--- src/rtl/rv32i_mc_ctrl.sv ---
// rtl/rv32i_mc_ctrl.sv - multi-cycle RV32I control sequencer (FETCH/DECODE/EXEC/MEM/WB/TRAP)
// Optional CTRL_ILLEGAL_TRAP_EN: undecodable instructions park in TRAP with a sticky illegal flag.
module rv32i_mc_ctrl #(
    parameter logic [2:0] RESET_STATE = 3'd0
) (
    input  logic        clk,
    input  logic        rst,
    input  logic [31:0] instr_i,
    input  logic        instr_valid,
    output logic        instr_ready,
    input  logic        alu_less,
    input  logic        alu_zero,
    input  logic        mem_done,
    output logic [3:0]  aluctr,
    output logic        alu_asrc,
    output logic [1:0]  alu_bsrc,
    output logic [31:0] imm,
    output logic [4:0]  rs1,
    output logic [4:0]  rs2,
    output logic [4:0]  rd,
    output logic        reg_we,
    output logic [1:0]  wb_sel,
    output logic        mem_re,
    output logic        mem_we,
    output logic [2:0]  memop,
    output logic        pc_we,
    output logic [1:0]  pc_src,
    output logic        illegal
);

    typedef enum logic [2:0] {
        FETCH  = 3'd0,
        DECODE = 3'd1,
        EXEC   = 3'd2,
        MEM    = 3'd3,
        WB     = 3'd4,
        TRAP   = 3'd5
    } state_t;

    localparam logic [6:0] OP_R      = 7'b0110011;
    localparam logic [6:0] OP_IMM    = 7'b0010011;
    localparam logic [6:0] OP_LUI    = 7'b0110111;
    localparam logic [6:0] OP_AUIPC  = 7'b0010111;
    localparam logic [6:0] OP_JAL    = 7'b1101111;
    localparam logic [6:0] OP_JALR   = 7'b1100111;
    localparam logic [6:0] OP_BRANCH = 7'b1100011;
    localparam logic [6:0] OP_LOAD   = 7'b0000011;
    localparam logic [6:0] OP_STORE  = 7'b0100011;

    localparam logic [3:0] ALU_ADD  = 4'b0000;
    localparam logic [3:0] ALU_SUB  = 4'b1000;
    localparam logic [3:0] ALU_SLL  = 4'b0001;
    localparam logic [3:0] ALU_SRL  = 4'b0101;
    localparam logic [3:0] ALU_SRA  = 4'b1101;
    localparam logic [3:0] ALU_SLT  = 4'b0010;
    localparam logic [3:0] ALU_SLTU = 4'b0011;
    localparam logic [3:0] ALU_XOR  = 4'b0100;
    localparam logic [3:0] ALU_OR   = 4'b0110;
    localparam logic [3:0] ALU_AND  = 4'b0111;
    localparam logic [3:0] ALU_LUI  = 4'b1111;

    state_t      state;
    state_t      state_next;
    logic [31:0] instr_q;

    logic [6:0]  opcode;
    logic [2:0]  funct3;
    logic [6:0]  funct7;
    logic        f7_zero;
    logic        f7_alt;
    logic [31:0] imm_i;
    logic [31:0] imm_s;
    logic [31:0] imm_b;
    logic [31:0] imm_u;
    logic [31:0] imm_j;

    assign opcode  = instr_q[6:0];
    assign funct3  = instr_q[14:12];
    assign funct7  = instr_q[31:25];
    assign f7_zero = (funct7 == 7'b0000000);
    assign f7_alt  = (funct7 == 7'b0100000);
    assign imm_i   = {{20{instr_q[31]}}, instr_q[31:20]};
    assign imm_s   = {{20{instr_q[31]}}, instr_q[31:25], instr_q[11:7]};
    assign imm_b   = {{19{instr_q[31]}}, instr_q[31], instr_q[7], instr_q[30:25], instr_q[11:8], 1'b0};
    assign imm_u   = {instr_q[31:12], 12'd0};
    assign imm_j   = {{11{instr_q[31]}}, instr_q[31], instr_q[19:12], instr_q[20], instr_q[30:21], 1'b0};

    logic [3:0]  d_aluctr;
    logic        d_asrc;
    logic [1:0]  d_bsrc;
    logic [31:0] d_imm;
    logic [1:0]  d_wb_sel;
    logic        d_legal;
    logic        d_load;
    logic        d_store;
    logic        d_branch;
    logic        d_jal;
    logic        d_jalr;
    logic        d_writes;

    // instr_q is stable from DECODE until the next fetch, so these decodes also steer EXEC/MEM/WB
    always_comb begin
        d_aluctr = ALU_ADD;
        d_asrc   = 1'b0;
        d_bsrc   = 2'b00;
        d_imm    = 32'd0;
        d_wb_sel = 2'b00;
        d_legal  = 1'b1;
        d_load   = 1'b0;
        d_store  = 1'b0;
        d_branch = 1'b0;
        d_jal    = 1'b0;
        d_jalr   = 1'b0;
        case (opcode)
            OP_R: begin
                case (funct3)
                    3'b000: begin d_aluctr = funct7[5] ? ALU_SUB : ALU_ADD; d_legal = f7_zero | f7_alt; end
                    3'b001: begin d_aluctr = ALU_SLL;  d_legal = f7_zero; end
                    3'b010: begin d_aluctr = ALU_SLT;  d_legal = f7_zero; end
                    3'b011: begin d_aluctr = ALU_SLTU; d_legal = f7_zero; end
                    3'b100: begin d_aluctr = ALU_XOR;  d_legal = f7_zero; end
                    3'b101: begin d_aluctr = funct7[5] ? ALU_SRA : ALU_SRL; d_legal = f7_zero | f7_alt; end
                    3'b110: begin d_aluctr = ALU_OR;   d_legal = f7_zero; end
                    default: begin d_aluctr = ALU_AND; d_legal = f7_zero; end
                endcase
            end
            OP_IMM: begin
                d_bsrc = 2'b01;
                d_imm  = imm_i;
                case (funct3)
                    3'b000: d_aluctr = ALU_ADD;
                    3'b001: begin d_aluctr = ALU_SLL; d_legal = f7_zero; end
                    3'b010: d_aluctr = ALU_SLT;
                    3'b011: d_aluctr = ALU_SLTU;
                    3'b100: d_aluctr = ALU_XOR;
                    3'b101: begin d_aluctr = funct7[5] ? ALU_SRA : ALU_SRL; d_legal = f7_zero | f7_alt; end
                    3'b110: d_aluctr = ALU_OR;
                    default: d_aluctr = ALU_AND;
                endcase
            end
            OP_LUI: begin
                d_aluctr = ALU_LUI;
                d_bsrc   = 2'b01;
                d_imm    = imm_u;
            end
            OP_AUIPC: begin
                d_asrc = 1'b1;
                d_bsrc = 2'b01;
                d_imm  = imm_u;
            end
            OP_JAL: begin
                d_asrc   = 1'b1;
                d_bsrc   = 2'b10;
                d_imm    = imm_j;
                d_wb_sel = 2'b10;
                d_jal    = 1'b1;
            end
            OP_JALR: begin
                d_bsrc   = 2'b01;
                d_imm    = imm_i;
                d_wb_sel = 2'b10;
                d_jalr   = 1'b1;
                d_legal  = (funct3 == 3'b000);
            end
            OP_BRANCH: begin
                d_aluctr = funct3[1] ? ALU_SLTU : ALU_SLT;
                d_imm    = imm_b;
                d_branch = 1'b1;
                d_legal  = (funct3[2:1] != 2'b01);
            end
            OP_LOAD: begin
                d_bsrc   = 2'b01;
                d_imm    = imm_i;
                d_wb_sel = 2'b01;
                d_load   = 1'b1;
                d_legal  = !((funct3 == 3'b011) || (funct3[2:1] == 2'b11));
            end
            OP_STORE: begin
                d_bsrc  = 2'b01;
                d_imm   = imm_s;
                d_store = 1'b1;
                d_legal = !funct3[2] && (funct3[1:0] != 2'b11);
            end
            default: d_legal = 1'b0;
        endcase
        if (!d_legal) begin
            d_aluctr = ALU_ADD;
            d_asrc   = 1'b0;
            d_bsrc   = 2'b00;
            d_imm    = 32'd0;
            d_wb_sel = 2'b00;
            d_load   = 1'b0;
            d_store  = 1'b0;
            d_branch = 1'b0;
            d_jal    = 1'b0;
            d_jalr   = 1'b0;
        end
    end

    assign d_writes = d_legal && !d_branch && !d_store;

    logic br_taken;

    always_comb begin
        case (funct3)
            3'b000:         br_taken = alu_zero;
            3'b001:         br_taken = !alu_zero;
            3'b100, 3'b110: br_taken = alu_less;
            3'b101, 3'b111: br_taken = !alu_less;
            default:        br_taken = 1'b0;
        endcase
    end

    logic       reg_we_n;
    logic       pc_we_n;
    logic [1:0] pc_src_n;
    logic       mem_re_n;
    logic       mem_we_n;
    logic       fire;

    assign fire = (state == FETCH) && instr_valid && instr_ready;

    // Strobes for a state are registered on its exit edge, so they appear one cycle later
    always_comb begin
        state_next = state;
        reg_we_n   = 1'b0;
        pc_we_n    = 1'b0;
        pc_src_n   = pc_src;
        mem_re_n   = 1'b0;
        mem_we_n   = 1'b0;
        case (state)
            FETCH: begin
                if (fire) state_next = DECODE;
            end
            DECODE: begin
`ifdef CTRL_ILLEGAL_TRAP_EN
                state_next = d_legal ? EXEC : TRAP;
`else
                state_next = EXEC;
`endif
            end
            EXEC: begin
                if (d_branch) begin
                    pc_we_n    = 1'b1;
                    pc_src_n   = br_taken ? 2'b01 : 2'b00;
                    state_next = FETCH;
                end else if (d_load || d_store) begin
                    mem_re_n   = d_load;
                    mem_we_n   = d_store;
                    state_next = MEM;
                end else begin
                    state_next = WB;
                end
            end
            MEM: begin
                if (mem_done) begin
                    if (d_load) begin
                        state_next = WB;
                    end else begin
                        pc_we_n    = 1'b1;
                        pc_src_n   = 2'b00;
                        state_next = FETCH;
                    end
                end else begin
                    mem_re_n = d_load;
                    mem_we_n = d_store;
                end
            end
            WB: begin
                reg_we_n   = d_writes && (rd != 5'd0);
                pc_we_n    = 1'b1;
                pc_src_n   = d_jal ? 2'b01 : (d_jalr ? 2'b10 : 2'b00);
                state_next = FETCH;
            end
            TRAP: state_next = TRAP;
            default: state_next = FETCH;
        endcase
    end

    always_ff @(posedge clk) begin
        if (rst) begin
            state       <= state_t'(RESET_STATE);
            instr_q     <= 32'd0;
            instr_ready <= 1'b0;
            aluctr      <= 4'd0;
            alu_asrc    <= 1'b0;
            alu_bsrc    <= 2'b00;
            imm         <= 32'd0;
            rs1         <= 5'd0;
            rs2         <= 5'd0;
            rd          <= 5'd0;
            reg_we      <= 1'b0;
            wb_sel      <= 2'b00;
            mem_re      <= 1'b0;
            mem_we      <= 1'b0;
            memop       <= 3'd0;
            pc_we       <= 1'b0;
            pc_src      <= 2'b00;
        end else begin
            state       <= state_next;
            instr_ready <= (state_next == FETCH);
            reg_we      <= reg_we_n;
            pc_we       <= pc_we_n;
            pc_src      <= pc_src_n;
            mem_re      <= mem_re_n;
            mem_we      <= mem_we_n;
            if (fire) instr_q <= instr_i;
            if (state == DECODE) begin
                aluctr   <= d_aluctr;
                alu_asrc <= d_asrc;
                alu_bsrc <= d_bsrc;
                imm      <= d_imm;
                rs1      <= instr_q[19:15];
                rs2      <= instr_q[24:20];
                rd       <= instr_q[11:7];
                wb_sel   <= d_wb_sel;
                memop    <= funct3;
            end
        end
    end

`ifdef CTRL_ILLEGAL_TRAP_EN
    logic illegal_q;

    always_ff @(posedge clk) begin
        if (rst) begin
            illegal_q <= 1'b0;
        end else if ((state == DECODE) && !d_legal) begin
            illegal_q <= 1'b1;
        end
    end

    assign illegal = illegal_q;
`else
    assign illegal = 1'b0;
`endif

endmodule

--- config.mk ---
export PLATFORM = sky130hd
export DESIGN_NAME = rv32i_mc_ctrl
export DESIGN_NICKNAME = d
export VERILOG_FILES = /design/src/rtl/rv32i_mc_ctrl.sv
export SDC_FILE = /design/constraint.sdc
export NUM_CORES = 1
export LEC_CHECK = 0
export ABC_CLOCK_PERIOD_IN_PS = 2500
export CORE_ASPECT_RATIO = 1.5
export CORE_MARGIN = 1
export CORE_UTILIZATION = 49
export DETAILED_ROUTE_END_ITERATION = 10
export PLACE_DENSITY = 0.8
export SYNTH_ARGS = -nofsm -noshare
export SYNTH_HDL_FRONTEND = slang
export SYNTH_SLANG_ARGS = --single-unit
export TNS_END_PERCENT = 10
--- constraint.sdc ---
create_clock -name clk -period 2.5 [get_ports clk]
set_input_delay 0.5 -clock clk [delete_from_list [all_inputs] [get_ports clk]]
set_output_delay 0.5 -clock clk [all_outputs]
set_load 0.02 [all_outputs]
==> flow_metrics.tcl <==
set metrics [dict create \
    outcome "finished clean" \
    antenna_cells 0 \
    setup_viol 0 \
    slew_viol_final 0 \
    area_growth_pct 33.5 \
    synth_top_family_by_area "compound AO/OA/AOI/OAI gates" \
    setup_tns_ns 0 \
    final_cells 707 \
    cpPeakStageDelay_ns 0.41 \
    antenna_found_initial 0 \
    core_um2 8410 \
    initial_core_util_pct 50.3 \
    power_switching_mw 0.899 \
    worstRegToRegCells 6 \
    synth_fa_ha_area_share_pct 0 \
    worstPathMaxFanout 18 \
    cts_tree "yes" \
    drv_cap 0 \
    syn_inst 501 \
    synth-simple-area-share_pct 19.8 \
    postCtsResizedCells 0 \
    ant_nets 0 \
    drive_above_1_share_pct 8.00 \
    cts.path.max_buffers 2 \
    hold_viol_final 0 \
    yosysUniqueCellTypes 57 \
    max_freq_mhz 450 \
    final_util_pct 67.2 \
    pwr-share-clk_pct 39.7 \
    design_area_um2 5650 \
    ff2ff_setup_slack_ns 0.28 \
    cts_setup_buffers 0 \
    regArea_um2 2020 \
    cp_top_family "compound AO/OA/AOI/OAI gates" \
    wl_per_cell_um 17.9 \
    hold_buffers 0 \
    cts_buffers 9 \
    n_fill_cell 723 \
    cts.sinks 101 \
    ys_async_sr_fraction_pct 0 \
    p_leak_nw 2.03 \
    htreeDepth 3 \
    hold_class "flip-flop to flip-flop" \
    vias 4129 \
    drt_iter0_markers 339 \
    nets 633 \
    place.gp.congestion 0.955 \
    p_sw_share_pct 26.5 \
    path_clk_slew_ns 0.07 \
    grt_pass1_wl_mm 20.0 \
    worst_slew_margin_rel_pct 58.7 \
    port_buffers 103 \
    rr_startpoint "instr_q[12]" \
    holdPathEnd "rs2[3]" \
    power_frac_comb_pct 10.2 \
    synth_area_um2 4230 \
    r2r-end "imm[31]" \
    whs_path_depth 2 \
    cp-end-kind "flip-flop" \
    cpMaxStageDelayCell "dfxtp_1" \
    die_w_um 77.9 \
    die-area_um2 9020 \
    ys.flop_type "dfxtp_1" \
    rsz0062_at_grt "false" \
    multi_input_area_um2 2020 \
    seq_area_frac_synth_pct 47.8 \
    synth.mux.area_fraction_pct 0.473 \
    totalWireLength_mm 12.6 \
    overflow 0 \
    final_cell_mix "nand2_1 (114), clkdlybuf4s50_1 (102), dfxtp_1 (101)" \
    worst_slack_ns 0.277 \
    clock_latency_ns 0.35 \
    path_cells "or2_2 > a211oi_1 > a211oi_4 > a2111oi_4 > buf_4 > a32o_1" \
    clockRootBuffer "clkbuf_16" \
    syn_nets 539 \
    cp-start-kind "flip-flop" \
    peakVddDrop_mv 0.488 \
    grt_max_degree 36 \
    drt_pass1_iterations 6 \
    synth_edf_count 0 \
    rows 41 \
    intPower_mw 2.50 \
    pin_count 105 \
    pre_cts_ws_ns 0.283 \
    placedCellCount 691 \
    dp_hpwl_mm 9.08 \
    tightest_slew_ns 0.614 \
    skew_ns 0.00624 \
    grt_pass1_vias 3924 \
    yosys.area_share.xor_xnor_pct 0 \
    synth_area_per_cell_um2 8.45 \
    mostFrequentLayoutCell "nand2_1" \
    via_per_inst 5.84 \
    ys_seq_elements 101 \
    power.density_nw_per_um2 601 \
    cp_data_arrival_time_ns 2.52 \
    period_share_pct 88.9 \
    required_ns 2.80 \
    synth_compound_area_share_pct 27.1 \
    die_y_um 116 \
    hp-start "rs2[3]" \
    crit_buf_inv 1 \
    path_class "flip-flop to flip-flop" \
    yosysWarningCount 0 \
    groute.usage.overall_pct 29.1 \
    pwr-share-seq_pct 50.1 \
    min_period_ns 2.22 \
    drc 0 \
    postPlaceCellArea_um2 5370 \
]
-- tightest hold or removal path, stage by stage (launching register included) --
cell,delay [ns]
dfxtp_1,0.31
nand2_1,0.05
a21oi_1,0.06
-- per-stage QoR --
step | hold slack [ns] | power, mW
2_1_floorplan | 0.445 | 1.92
3_3_place_gp | 0.447 | 2.08
3_5_place_dp | 0.448 | 2.08
4_1_cts | 0.465 | 3.40
5_1_grt | 0.476 | 3.51
6_report | 0.463 | 3.40
-- Yosys cell counts (2+ instances only) --
cell        n  share of area [%]
a32o_1      8                1.9
or2_2       2               0.30
a211oi_1   12                2.1
a21o_1     10                1.8
clkbuf_1   31                2.7
o22ai_1     4               0.59
nor3_1      6               0.71
buf_6       2               0.53
and2_1      2               0.30
inv_1       7               0.62
nand2b_1    6               0.89
buf_4       3               0.53
nand2_1   114                 10
dfxtp_1   101                 48
a21oi_1    69                8.2
buf_2       3               0.35
o32ai_1     3               0.62
mux2i_1     2               0.47
a31oi_1     4               0.59
nand4_1     2               0.30
o21ai_0     5               0.59
a311oi_1    2               0.41
nand3_1     6               0.71
nor2b_1     4               0.59
a22o_1     28                5.8
and3_1      3               0.44
nor2_1     32                2.8
-- flip-flops by register name (all words and copies together), names as in the netlist --
name         cells
memop            3
rd               5
state            3
instr_q         32
aluctr           4
rs2              5
alu_bsrc         2
pc_we            1
imm             32
reg_we           1
pc_src           2
mem_we           1
alu_asrc         1
rs1              5
instr_ready      1
wb_sel           2
mem_re           1
-- routing by layer --
metal	track usage, %	vias to the layer above	routed length (µm)
li1	-	1954	-
met1	33.1	1971	5010
met2	52.5	169	6550
met3	5.98	35	640
met4	13.1	0	433
met5	0	-	0
-- worst max path at each step --
stage,start,depth (start not counted),to
6_report,instr_q[12],6,imm[31]
5_1_grt,instr_q[6],6,imm[31]
4_1_cts,instr_q[12],6,imm[31]
3_5_place_dp,instr_q[12],6,imm[31]
3_3_place_gp,instr_q[12],6,imm[31]
2_1_floorplan,instr_q[25],6,imm[31]
-- power by group through the flow --
stage	Sequential [mW]	Combinational, mW	Clock, mW
6_report	1.70	0.346	1.35
2_1_floorplan	1.74	0.186	0
3_3_place_gp	1.74	0.340	0
5_1_grt	1.71	0.378	1.42
4_1_cts	1.70	0.345	1.36
3_5_place_dp	1.74	0.343	0
-- cells by family after synthesis --
family          after synthesis
compound gates              162
buf+inv                      46
flops                       101
other cells                   1
mux                           2
simple gates                189
-- layout make-up --
class	count	share of cell area (%)
Sequential cell	101	35.8
Multi-Input combinational cell	354	35.7
Timing Repair Buffer	122	20.7
Clock buffer	10	4.05
Tap cell	107	2.37
Clock inverter	6	1.02
Inverter	7	0.465
Power figures use the tool's default switching activity.
